<file path="config.mk">
export PLATFORM = sky130hd
export DESIGN_NAME = fg_sram_arbiter
export DESIGN_NICKNAME = d
export VERILOG_FILES = /design/src/rtl/fg_sram_arbiter.sv
export SDC_FILE = /design/constraint.sdc
export NUM_CORES = 1
export LEC_CHECK = 0
export BUFFER_PORTS_ARGS = -buffer_cell sky130_fd_sc_hd__buf_2
export CORE_MARGIN = 5
export CORE_UTILIZATION = 46
export DETAILED_ROUTE_END_ITERATION = 10
export PLACE_DENSITY = 0.7
export SLEW_MARGIN = 20
export SYNTH_ARGS = -nofsm -noshare
export SYNTH_HDL_FRONTEND = slang
export SYNTH_SLANG_ARGS = --single-unit
</file>
<file path="constraint.sdc">
create_clock -name clk -period 6.4 [get_ports clk]
set_input_delay 0.32 -clock clk [delete_from_list [all_inputs] [get_ports clk]]
set_output_delay 0.32 -clock clk [all_outputs]
set_load 0.01 [all_outputs]
</file>
<file path="src/rtl/fg_sram_arbiter.sv">
// Foreground SRAM arbiter: fixed-latency pixel fetch for the display pipeline,
// with capture writes buffered in a FIFO and drained only in read-free cycles.
module fg_sram_arbiter #(
  parameter int PIXEL_SIZE   = 16,
  parameter int PRECISION    = 11,
  parameter int RESOLUTION_X = 800,
  parameter int RESOLUTION_Y = 600,
  parameter int ADDR_WIDTH   = 19,
  parameter int SRAM_LATENCY = 1,
  parameter int FIFO_DEPTH   = 8
) (
  input  logic                          clk,
  input  logic                          rst,
  input  logic                          rd_req_active,
  input  logic signed [PRECISION:0]     rd_req_x,
  input  logic signed [PRECISION:0]     rd_req_y,
  output logic [PIXEL_SIZE-1:0]         rd_pixel,
  output logic                          rd_pixel_skip,
  input  logic                          wr_valid,
  output logic                          wr_ready,
  input  logic [PRECISION-1:0]          wr_x,
  input  logic [PRECISION-1:0]          wr_y,
  input  logic [PIXEL_SIZE-1:0]         wr_pixel,
  output logic [ADDR_WIDTH-1:0]         sram_addr,
  output logic [PIXEL_SIZE-1:0]         sram_wdata,
  output logic                          sram_re,
  output logic                          sram_we,
  input  logic [PIXEL_SIZE-1:0]         sram_rdata,
  output logic [$clog2(FIFO_DEPTH):0]   fifo_level
);

  localparam int PTR_W = (FIFO_DEPTH > 1) ? $clog2(FIFO_DEPTH) : 1;
  localparam int LVL_W = $clog2(FIFO_DEPTH) + 1;
  localparam logic [31:0] RES_X_U = RESOLUTION_X;
  localparam logic [31:0] RES_Y_U = RESOLUTION_Y;

  logic [PRECISION-1:0]  rx_mag, ry_mag;
  logic                  rd_inb, wr_inb, full, push, pop;
  logic [ADDR_WIDTH-1:0] rd_addr, wr_addr;
  logic [PTR_W-1:0]      wr_ptr, rd_ptr;
  logic [SRAM_LATENCY:0] rd_vld;
  logic [ADDR_WIDTH-1:0] fifo_addr [FIFO_DEPTH];
  logic [PIXEL_SIZE-1:0] fifo_pix  [FIFO_DEPTH];

  // Read classification, address generation and write acceptance.
  always_comb begin
    rx_mag  = rd_req_x[PRECISION-1:0];
    ry_mag  = rd_req_y[PRECISION-1:0];
    rd_inb  = rd_req_active && !rd_req_x[PRECISION] && !rd_req_y[PRECISION] &&
              (32'(rx_mag) < RES_X_U) && (32'(ry_mag) < RES_Y_U);
    rd_addr = ADDR_WIDTH'(ry_mag) * ADDR_WIDTH'(RES_X_U) + ADDR_WIDTH'(rx_mag);
    wr_inb  = (32'(wr_x) < RES_X_U) && (32'(wr_y) < RES_Y_U);
    wr_addr = ADDR_WIDTH'(wr_y) * ADDR_WIDTH'(RES_X_U) + ADDR_WIDTH'(wr_x);
    full     = (fifo_level == LVL_W'(FIFO_DEPTH));
    wr_ready = !full && !rst;
    // Out-of-bounds writes are consumed by the handshake but never enqueued.
    push     = wr_valid && wr_ready && wr_inb;
    // Pop is gated on the registered level, so it only sees pre-existing entries.
    pop      = !rd_inb && (fifo_level != '0);
  end

  // FIFO storage; contents need no reset since pointers/level define validity.
  always_ff @(posedge clk) begin
    if (push) begin
      fifo_addr[wr_ptr] <= wr_addr;
      fifo_pix[wr_ptr]  <= wr_pixel;
    end
  end

  // FIFO pointers and occupancy.
  always_ff @(posedge clk) begin
    if (rst) begin
      wr_ptr     <= '0;
      rd_ptr     <= '0;
      fifo_level <= '0;
    end else begin
      if (push) wr_ptr <= wr_ptr + PTR_W'(1);
      if (pop)  rd_ptr <= rd_ptr + PTR_W'(1);
      case ({push, pop})
        2'b10:   fifo_level <= fifo_level + LVL_W'(1);
        2'b01:   fifo_level <= fifo_level - LVL_W'(1);
        default: fifo_level <= fifo_level;
      endcase
    end
  end

  // SRAM port: reads win the slot; writes drain in free slots; address/data hold when idle.
  always_ff @(posedge clk) begin
    if (rst) begin
      sram_re    <= 1'b0;
      sram_we    <= 1'b0;
      sram_addr  <= '0;
      sram_wdata <= '0;
    end else begin
      sram_re <= rd_inb;
      sram_we <= pop;
      if (rd_inb) begin
        sram_addr <= rd_addr;
      end else if (pop) begin
        sram_addr  <= fifo_addr[rd_ptr];
        sram_wdata <= fifo_pix[rd_ptr];
      end
    end
  end

  // Per-cycle valid shift register tracking each fetch through the SRAM latency.
  always_ff @(posedge clk) begin
    if (rst) rd_vld <= '0;
    else     rd_vld <= (rd_vld << 1) | (SRAM_LATENCY + 1)'(rd_inb);
  end

  // Output register: capture SRAM data for valid fetches, otherwise signal skip.
  always_ff @(posedge clk) begin
    if (rst) begin
      rd_pixel      <= '0;
      rd_pixel_skip <= 1'b1;
    end else if (rd_vld[SRAM_LATENCY]) begin
      rd_pixel      <= sram_rdata;
      rd_pixel_skip <= 1'b0;
    end else begin
      rd_pixel      <= '0;
      rd_pixel_skip <= 1'b1;
    end
  end

endmodule

</file>
==> results of run 1 <==
[cell usage after synthesis, drive strengths merged (6+ instances only)]
cell type and n:
o21ai 19, a211oi 44, buf 12, edfxtp 280, xnor2 30, nor3 8
mux4 70, clkbuf 26, xor2 14, mux2i 36, a21oi 34, a21o 7
inv 67, nand2b 6, fa 15, nor2b 6, nand2 15, and2 17
nor2 84, dfxtp 68, ha 87
[worst register-to-register path: stages, from the launching register on]
cell and delay, ps:
dfxtp_1 480, nor3_1 170, a21oi_1 350, nand4_1 130
a21oi_1 490, inv_1 200, ha_1 280, ha_1 290
a21o_1 180, a21oi_1 180, xnor2_1 90, or3_1 300
a21oi_1 140
[final cells by class]
type	instances	area share
well taps	448	0.0310
clock inverters	14	0.00617
flip-flops and latches	348	0.541
inverters	67	0.0139
clock buffers	49	0.0549
repair buffers	167	0.0504
multi-input cells	543	0.303
[stage by stage]
step	power, mW	hold WS [ps]
floorplan	4.35	419
global placement	4.89	453
detailed placement	4.93	477
CTS	6.87	0.0945
global route	7.20	6.20
finish	6.80	18.3
[metal layers]
metal,share of wire,up-vias
li1,-,4120
met1,0.46,4228
met2,0.47,220
met3,0.053,37
met4,0.017,0
met5,0,-
[flip-flops by register name, summed over array words and instances, names as in the netlist, named ones only]
signal and flops:
rd_vld 2, fifo_addr 152, sram_wdata 16, wr_ptr 3, rd_pixel_skip 1, fifo_level 4
sram_addr 19, fifo_pix 128, rd_ptr 3, rd_pixel 16, sram_we 1
[worst max-delay path by stage]
stage | endpoint | slack [ps] | cells after the start
6_report | fifo_addr[4][18] | 2940 | 12
5_1_grt | fifo_addr[4][18] | 2680 | 12
4_1_cts | fifo_addr[4][18] | 2950 | 12
3_5_place_dp | fifo_addr[4][18] | 2430 | 12
3_3_place_gp | fifo_addr[4][18] | 2530 | 12
2_1_floorplan | fifo_addr[2][0] | 1850 | 6
[kinds of logic (layout without fill, tap and decap cells)]
group | Yosys count | count (layout) | share of synthesized area
AOI/OAI and AO/OA | 132 | 132 | 0.0574
xor gates and xnor gates | 44 | 44 | 0.0252
adders and majority gates | 102 | 102 | 0.0892
buffers and inverters | 105 | 297 | 0.0263
DFF | 348 | 348 | 0.627
muxes | 107 | 107 | 0.125
and+or+nand+nor | 158 | 158 | 0.0496
[power by group through the flow]
stage / combinational, mW / sequential (mW) / clock, mW
2_1_floorplan: 1.47 / 2.87 / 0
3_3_place_gp: 2.04 / 2.85 / 0
3_5_place_dp: 2.08 / 2.85 / 0
4_1_cts: 2.09 / 2.81 / 1.98
5_1_grt: 2.30 / 2.82 / 2.08
6_report: 2.05 / 2.80 / 1.94
==> run_results.csv, run 1 <==
group,metric,value,unit
place,gp_routability_congestion,0.804,
synth,syn-cell-area,0.0156,mm^2
power_and_ir_drop,comb_power_share,0.302,
power_and_ir_drop,power.clock.fraction,0.285,
sta,timing_hold_violations_final,0,
place,place_area,0.0169,mm^2
global_routing,track_usage,0.163,
layout,layout.cells.most_common,"edfxtp_1",
critical_path,kind_of_critical_path,"in -> reg",
synth,synth.net_count,1180,
synth,synth_top_cells_by_area,"edfxtp_1, mux4_2, dfxtp_1",
detailed_routing,drt_iter0_markers,441,
synth,dominantRegCellSynth,"edfxtp_1",
critical_path,critPathMaxFanout,8,
critical_path,worst-r2r-setup-slack,3060,ps
sta,relSlewSlack,0.363,
cts,clk_pin_slew_worst_setup_hold_paths,60,ps
die,die_y,194,um
die,floorplan.rows,67,
global_routing,grt-busiest-layer,"met2",
critical_path,critical_path_buf_inv_count,1,
detailed_routing,remaining_routing_drc_violations,0,
power_and_ir_drop,switchingPower,2.06,mW
die,design.core.area,0.0334,mm^2
synth,part_of_the_yosys_area_used_for_sequential_elements,0.627,
detailed_routing,wl,30800,um
critical_path,required,6650,ps
synth,syn_avg_cell_area,15.6,um^2
layout,post-route-util,0.540,
cts,tritoncts,"yes",
critical_path,r2r-start,"fifo_level[2]",
place,placed_cells_incl_taps,1570,
detailed_routing,post_drt_wl_per_cell,18.8,um
sta,worst_clock_skew,18.3,ps
layout,multiInputGateArea,0.00546,mm^2
cts,postCtsSetupBuffers,0,
power_and_ir_drop,swShare,0.303,
global_routing,overflow,0,
synth,netlist.top_cell.by_area,"edfxtp_1",
global_routing,initial_antenna_violation_count,0,
synth,postSynthRegisterBits,348,
global_routing,via_count_of_the_first_global_routing_pass,8795,
critical_path,worst_path_most_repeated_cell,"ha_1",
detailed_routing,detailroute.via_count,8605,
layout,final_cell_mix,"edfxtp_1, buf_2, ha_1, nor2_1, mux4_2",
die,start_util,0.466,
critical_path,cpMaxStageDelayCell,"fa_1",
sta,rsz_0062_raised_after_global_routing,"no",
global_routing,grt.met3_usage,0.0266,
cts,h_tree_depth,2,
synth,yosys.area.top_type_share,0.540,
critical_path,worst_path_largest_cell_delay,460,ps
synth,number_of_flops_mapped_to_enable_cells_by_yosys,280,
critical_path,critPathTopFamily,"adder cells",
critical_path,startpoint_type,"primary input",
critical_path,worst_path_cell_trace,"buf_2 > ha_1 > ha_1 > fa_1 > ha_1 > nor2b_1 > o31a_1 > o31ai_1 > a21boi_2 > nor4b_2 > nand3_1 > xnor2_1",
critical_path,worst_setup_path_end_kind,"register",
synth,asyncSetResetFlopFracSynth,0,
synth,synth_cells,996,
synth,synth_cell_types,55,
sta,slew_viol_final,0,
layout,layoutNonFillerInstCount,1636,
layout,fillerInstances,2690,
place,numPortBuffers,140,
place,dp_worst_setup_slack,2430,ps
cts,cts_buffers,35,
critical_path,cp.arrival,3700,ps
power_and_ir_drop,maximum_vdd_ir_drop,0.000205,V
global_routing,largest_net_degree_at_the_start_of_global_routing,52,
critical_path,r2r-end,"fifo_level[3]",
sta,min_period,3460,ps
sta,fmax,289,MHz
detailed_routing,via_per_inst,5.26,
hold_path,holdCritPathClass,"in -> reg",
detailed_routing,detailedRoute.firstPassIterationCount,7,
synth,number_of_warnings_issued_by_yosys,0,
hold_path,hp-start,"sram_rdata[1]",
detailed_routing,number_of_nets_with_antenna_violations_after_routing,0,
power_and_ir_drop,cellLeakagePower,6.65,nW
die,fp.dieW,194,um
layout,design.final.nets,1346,
critical_path,worst_setup_path_startpoint,"wr_y[2]",
cts,cts_buffer_depth,3,
sta,timing_worst_slew_pin_value,949,ps
job,timing.max_cap.violations,0,
power_and_ir_drop,internal_power,4.74,mW
layout,layout-drive-gt1-share,0.261,
global_routing,grt_use_met1,0.233,
cts,hold_buffers,3,
sta,setup-violations-final,0,
layout,layout.area.seq,0.00977,mm^2
cts,post_cts_gate_resize_count,0,
sta,fin_crit_sh,0.540,
global_routing,grt.met2_usage,0.266,
die,design.portCount,141,
layout,synthToLayoutAreaGrowth,16.0,%
hold_path,hold_path_depth,2,
critical_path,rr_worst_depth,12,
cts,clkSinkCount,348,
status,outcome,"finished clean",
sta,totalNegativeSetupSlack,0,ps
cts,cts-root-buf,"clkbuf_16",
die,die_area,0.0376,mm^2
hold_path,hold-path-endpoint,"rd_pixel[1]",
place,dp_hpwl,20300,um
global_routing,grt_first_pass_wirelength,49300,um
cts,clk-insertion-delay-late,520,ps
layout,num_antenna_cells,0,
sta,slack_of_the_critical_path,2940,ps
layout,final_cell_area,0.0181,mm^2
power_and_ir_drop,power.sequential.fraction,0.413,
power_and_ir_drop,power.density,376,mW/mm^2
(Power assumes the default switching activity.)
==> run 2, diff against run 1 <==
==> constraint.sdc (replaced) <==
create_clock -name clk -period 3.2 [get_ports clk]
set_input_delay 0.16 -clock clk [delete_from_list [all_inputs] [get_ports clk]]
set_output_delay 0.16 -clock clk [all_outputs]
set_load 0.01 [all_outputs]
==> run 2 against run 1 <==
Against the previous run:
- via count increased by 5.9%
- total power increased by 110%
- worst hold slack improved by 74 ps
- combinational power increased by 120%
- routed wire length increased by 6.1%
- die area unchanged
- register-to-register slack got worse by 2800 ps
- clock skew about the same
- critical path type unchanged
- largest power group unchanged
- highest routed layer unchanged
==> run_results.csv, run 2 (same netlist as run 1, synthesis figures left out) <==
group,metric,value,unit
die,floorplan.rows,67,
place,gp_routability_congestion,0.814,
power_and_ir_drop,switchingPower,4.27,mW
sta,timing_hold_violations_final,0,
detailed_routing,via_per_inst,5.22,
place,dp_hpwl,20900,um
die,die_area,0.0376,mm^2
critical_path,worst_path_cell_trace,"buf_2 > ha_1 > ha_4 > fa_1 > ha_4 > nor2b_1 > o31a_1 > o31ai_1 > a21boi_2 > nor4b_4 > nand3_2 > xnor2_4",
job,timing.max_cap.violations,0,
sta,relSlewSlack,0.409,
power_and_ir_drop,cellLeakagePower,7.21,nW
power_and_ir_drop,comb_power_share,0.318,
sta,totalNegativeSetupSlack,0,ps
critical_path,rr_worst_depth,13,
layout,post-route-util,0.574,
detailed_routing,remaining_routing_drc_violations,0,
cts,cts_buffer_depth,3,
global_routing,via_count_of_the_first_global_routing_pass,9737,
cts,postCtsSetupBuffers,0,
detailed_routing,drt_iter0_markers,491,
critical_path,startpoint_type,"primary input",
layout,synthToLayoutAreaGrowth,23.2,%
cts,cts_buffers,34,
sta,min_period,3060,ps
critical_path,cp.arrival,3300,ps
global_routing,track_usage,0.173,
cts,cts-root-buf,"clkbuf_16",
sta,timing_worst_slew_pin_value,887,ps
critical_path,r2r-end,"fifo_level[3]",
critical_path,worst-r2r-setup-slack,250,ps
cts,h_tree_depth,2,
critical_path,worst_path_largest_cell_delay,570,ps
power_and_ir_drop,fin_total_pwr,14.3,mW
layout,design.final.nets,1456,
cts,clk_pin_slew_worst_setup_hold_paths,60,ps
layout,register_with_the_most_flip_flops,"fifo_addr",
cts,clkSinkCount,348,
power_and_ir_drop,swShare,0.298,
detailed_routing,post_drt_wl_per_cell,18.7,um
power_and_ir_drop,power.density,747,mW/mm^2
sta,fin_crit_sh,0.957,
critical_path,kind_of_critical_path,"in -> reg",
layout,reg.largest.list,"fifo_addr x152, fifo_pix x128, sram_addr x19",
detailed_routing,detailedRoute.firstPassIterationCount,5,
detailed_routing,wl,32700,um
power_and_ir_drop,internal_power,10.1,mW
critical_path,critical_path_buf_inv_count,1,
detailed_routing,detailroute.via_count,9114,
die,start_util,0.466,
layout,layout-drive-gt1-share,0.302,
layout,fillerInstances,2613,
sta,slew_viol_final,0,
power_and_ir_drop,power.sequential.fraction,0.395,
critical_path,worst_path_most_repeated_cell,"ha_4",
sta,fmax,326,MHz
critical_path,critPathTopFamily,"adder cells",
cts,tritoncts,"yes",
critical_path,required,3440,ps
global_routing,largest_net_degree_at_the_start_of_global_routing,51,
critical_path,worst_setup_path_end_kind,"register",
global_routing,overflow,0,
hold_path,hold-path-endpoint,"sram_addr[5]",
layout,final_cell_mix,"edfxtp_1, buf_2, buf_4, ha_1, nor2_1",
hold_path,holdCritPathClass,"in -> reg",
status,outcome,"finished clean",
die,design.core.area,0.0334,mm^2
sta,rsz_0062_raised_after_global_routing,"no",
power_and_ir_drop,power.clock.fraction,0.287,
hold_path,hold_path_depth,4,
cts,clk-insertion-delay-late,510,ps
layout,multiInputGateArea,0.00559,mm^2
layout,layout.area.seq,0.00977,mm^2
critical_path,critPathMaxFanout,8,
die,die_y,194,um
detailed_routing,number_of_nets_with_antenna_violations_after_routing,0,
sta,worst_clock_skew,18.6,ps
critical_path,r2r-start,"fifo_level[0]",
global_routing,grt_first_pass_wirelength,52700,um
layout,num_antenna_cells,0,
layout,layout.cells.most_common,"edfxtp_1",
global_routing,initial_antenna_violation_count,0,
sta,setup-violations-final,0,
hold_path,hp-start,"rd_req_x[5]",
critical_path,cpMaxStageDelayCell,"fa_1",
layout,largest_register_ff_count,152,
die,fp.dieW,194,um
power_and_ir_drop,maximum_vdd_ir_drop,0.000436,V
place,numPortBuffers,140,
die,design.portCount,141,
## run 2: how the worst max path moves through the flow
stage	from	endpoint	depth (start not counted)	slack [ps]
2_1_floorplan	fifo_level[0]	fifo_addr[2][0]	6	-170
3_3_place_gp	wr_y[2]	fifo_addr[1][16]	11	-270
3_5_place_dp	wr_y[2]	fifo_addr[1][16]	11	-370
4_1_cts	wr_y[2]	fifo_addr[1][16]	11	140
5_1_grt	wr_y[3]	fifo_addr[1][18]	14	40
6_report	wr_y[2]	fifo_addr[1][18]	12	140
## run 2: area by class of cell
class / count / area share
Tap cell: 448 / 0.0292
Multi-Input combinational cell: 543 / 0.291
Inverter: 67 / 0.0131
Timing Repair Buffer: 278 / 0.0966
Clock inverter: 19 / 0.0125
Sequential cell: 348 / 0.509
Clock buffer: 43 / 0.0483
## run 2: what timing repair did
action	CTS	global route
hold buffers	42	0
endpoints found under the hold margin	189	0
setup endpoints to repair	0	16
resized for setup	0	3
## run 2: worst register-to-register path: stages, from the launching register on
cell and delay [ps]:
dfxtp_1 330, nor3_1 60, a21oi_1 150, buf_4 180
nand4_1 100, a21oi_1 380, inv_1 190, ha_1 280
ha_1 280, a21o_1 180, a21oi_1 170, xnor2_1 110
or3_1 310, a21oi_1 150
## run 2: through the flow
stage / hold WS (ps) / cells / cell area [um^2] / setup WS, ps
2_1_floorplan: 259 / 996 / 15700 / -168
3_3_place_gp: 366 / 1642 / 17600 / -267
3_5_place_dp: 363 / 1642 / 17600 / -370
4_1_cts: 102 / 1746 / 19200 / 143
5_1_grt: 136 / 1746 / 19200 / 42.9
6_report: 91.8 / 1746 / 19200 / 136
## run 2: power by group through the flow
stage	clock (mW)	sequential (mW)	combinational, mW
floorplan	0	5.75	2.99
global placement	0	5.76	4.42
detailed placement	0	5.76	4.50
CTS	4.21	5.67	4.58
global route	4.41	5.71	5.07
finish	4.11	5.66	4.57
## run 2: per-layer routing
metal	vias up	track usage	wire, um
met5	-	0	0
met4	0	0.0378	487
met3	37	0.0264	1890
met2	261	0.294	15900
met1	4483	0.240	14400
li1	4333	-	-
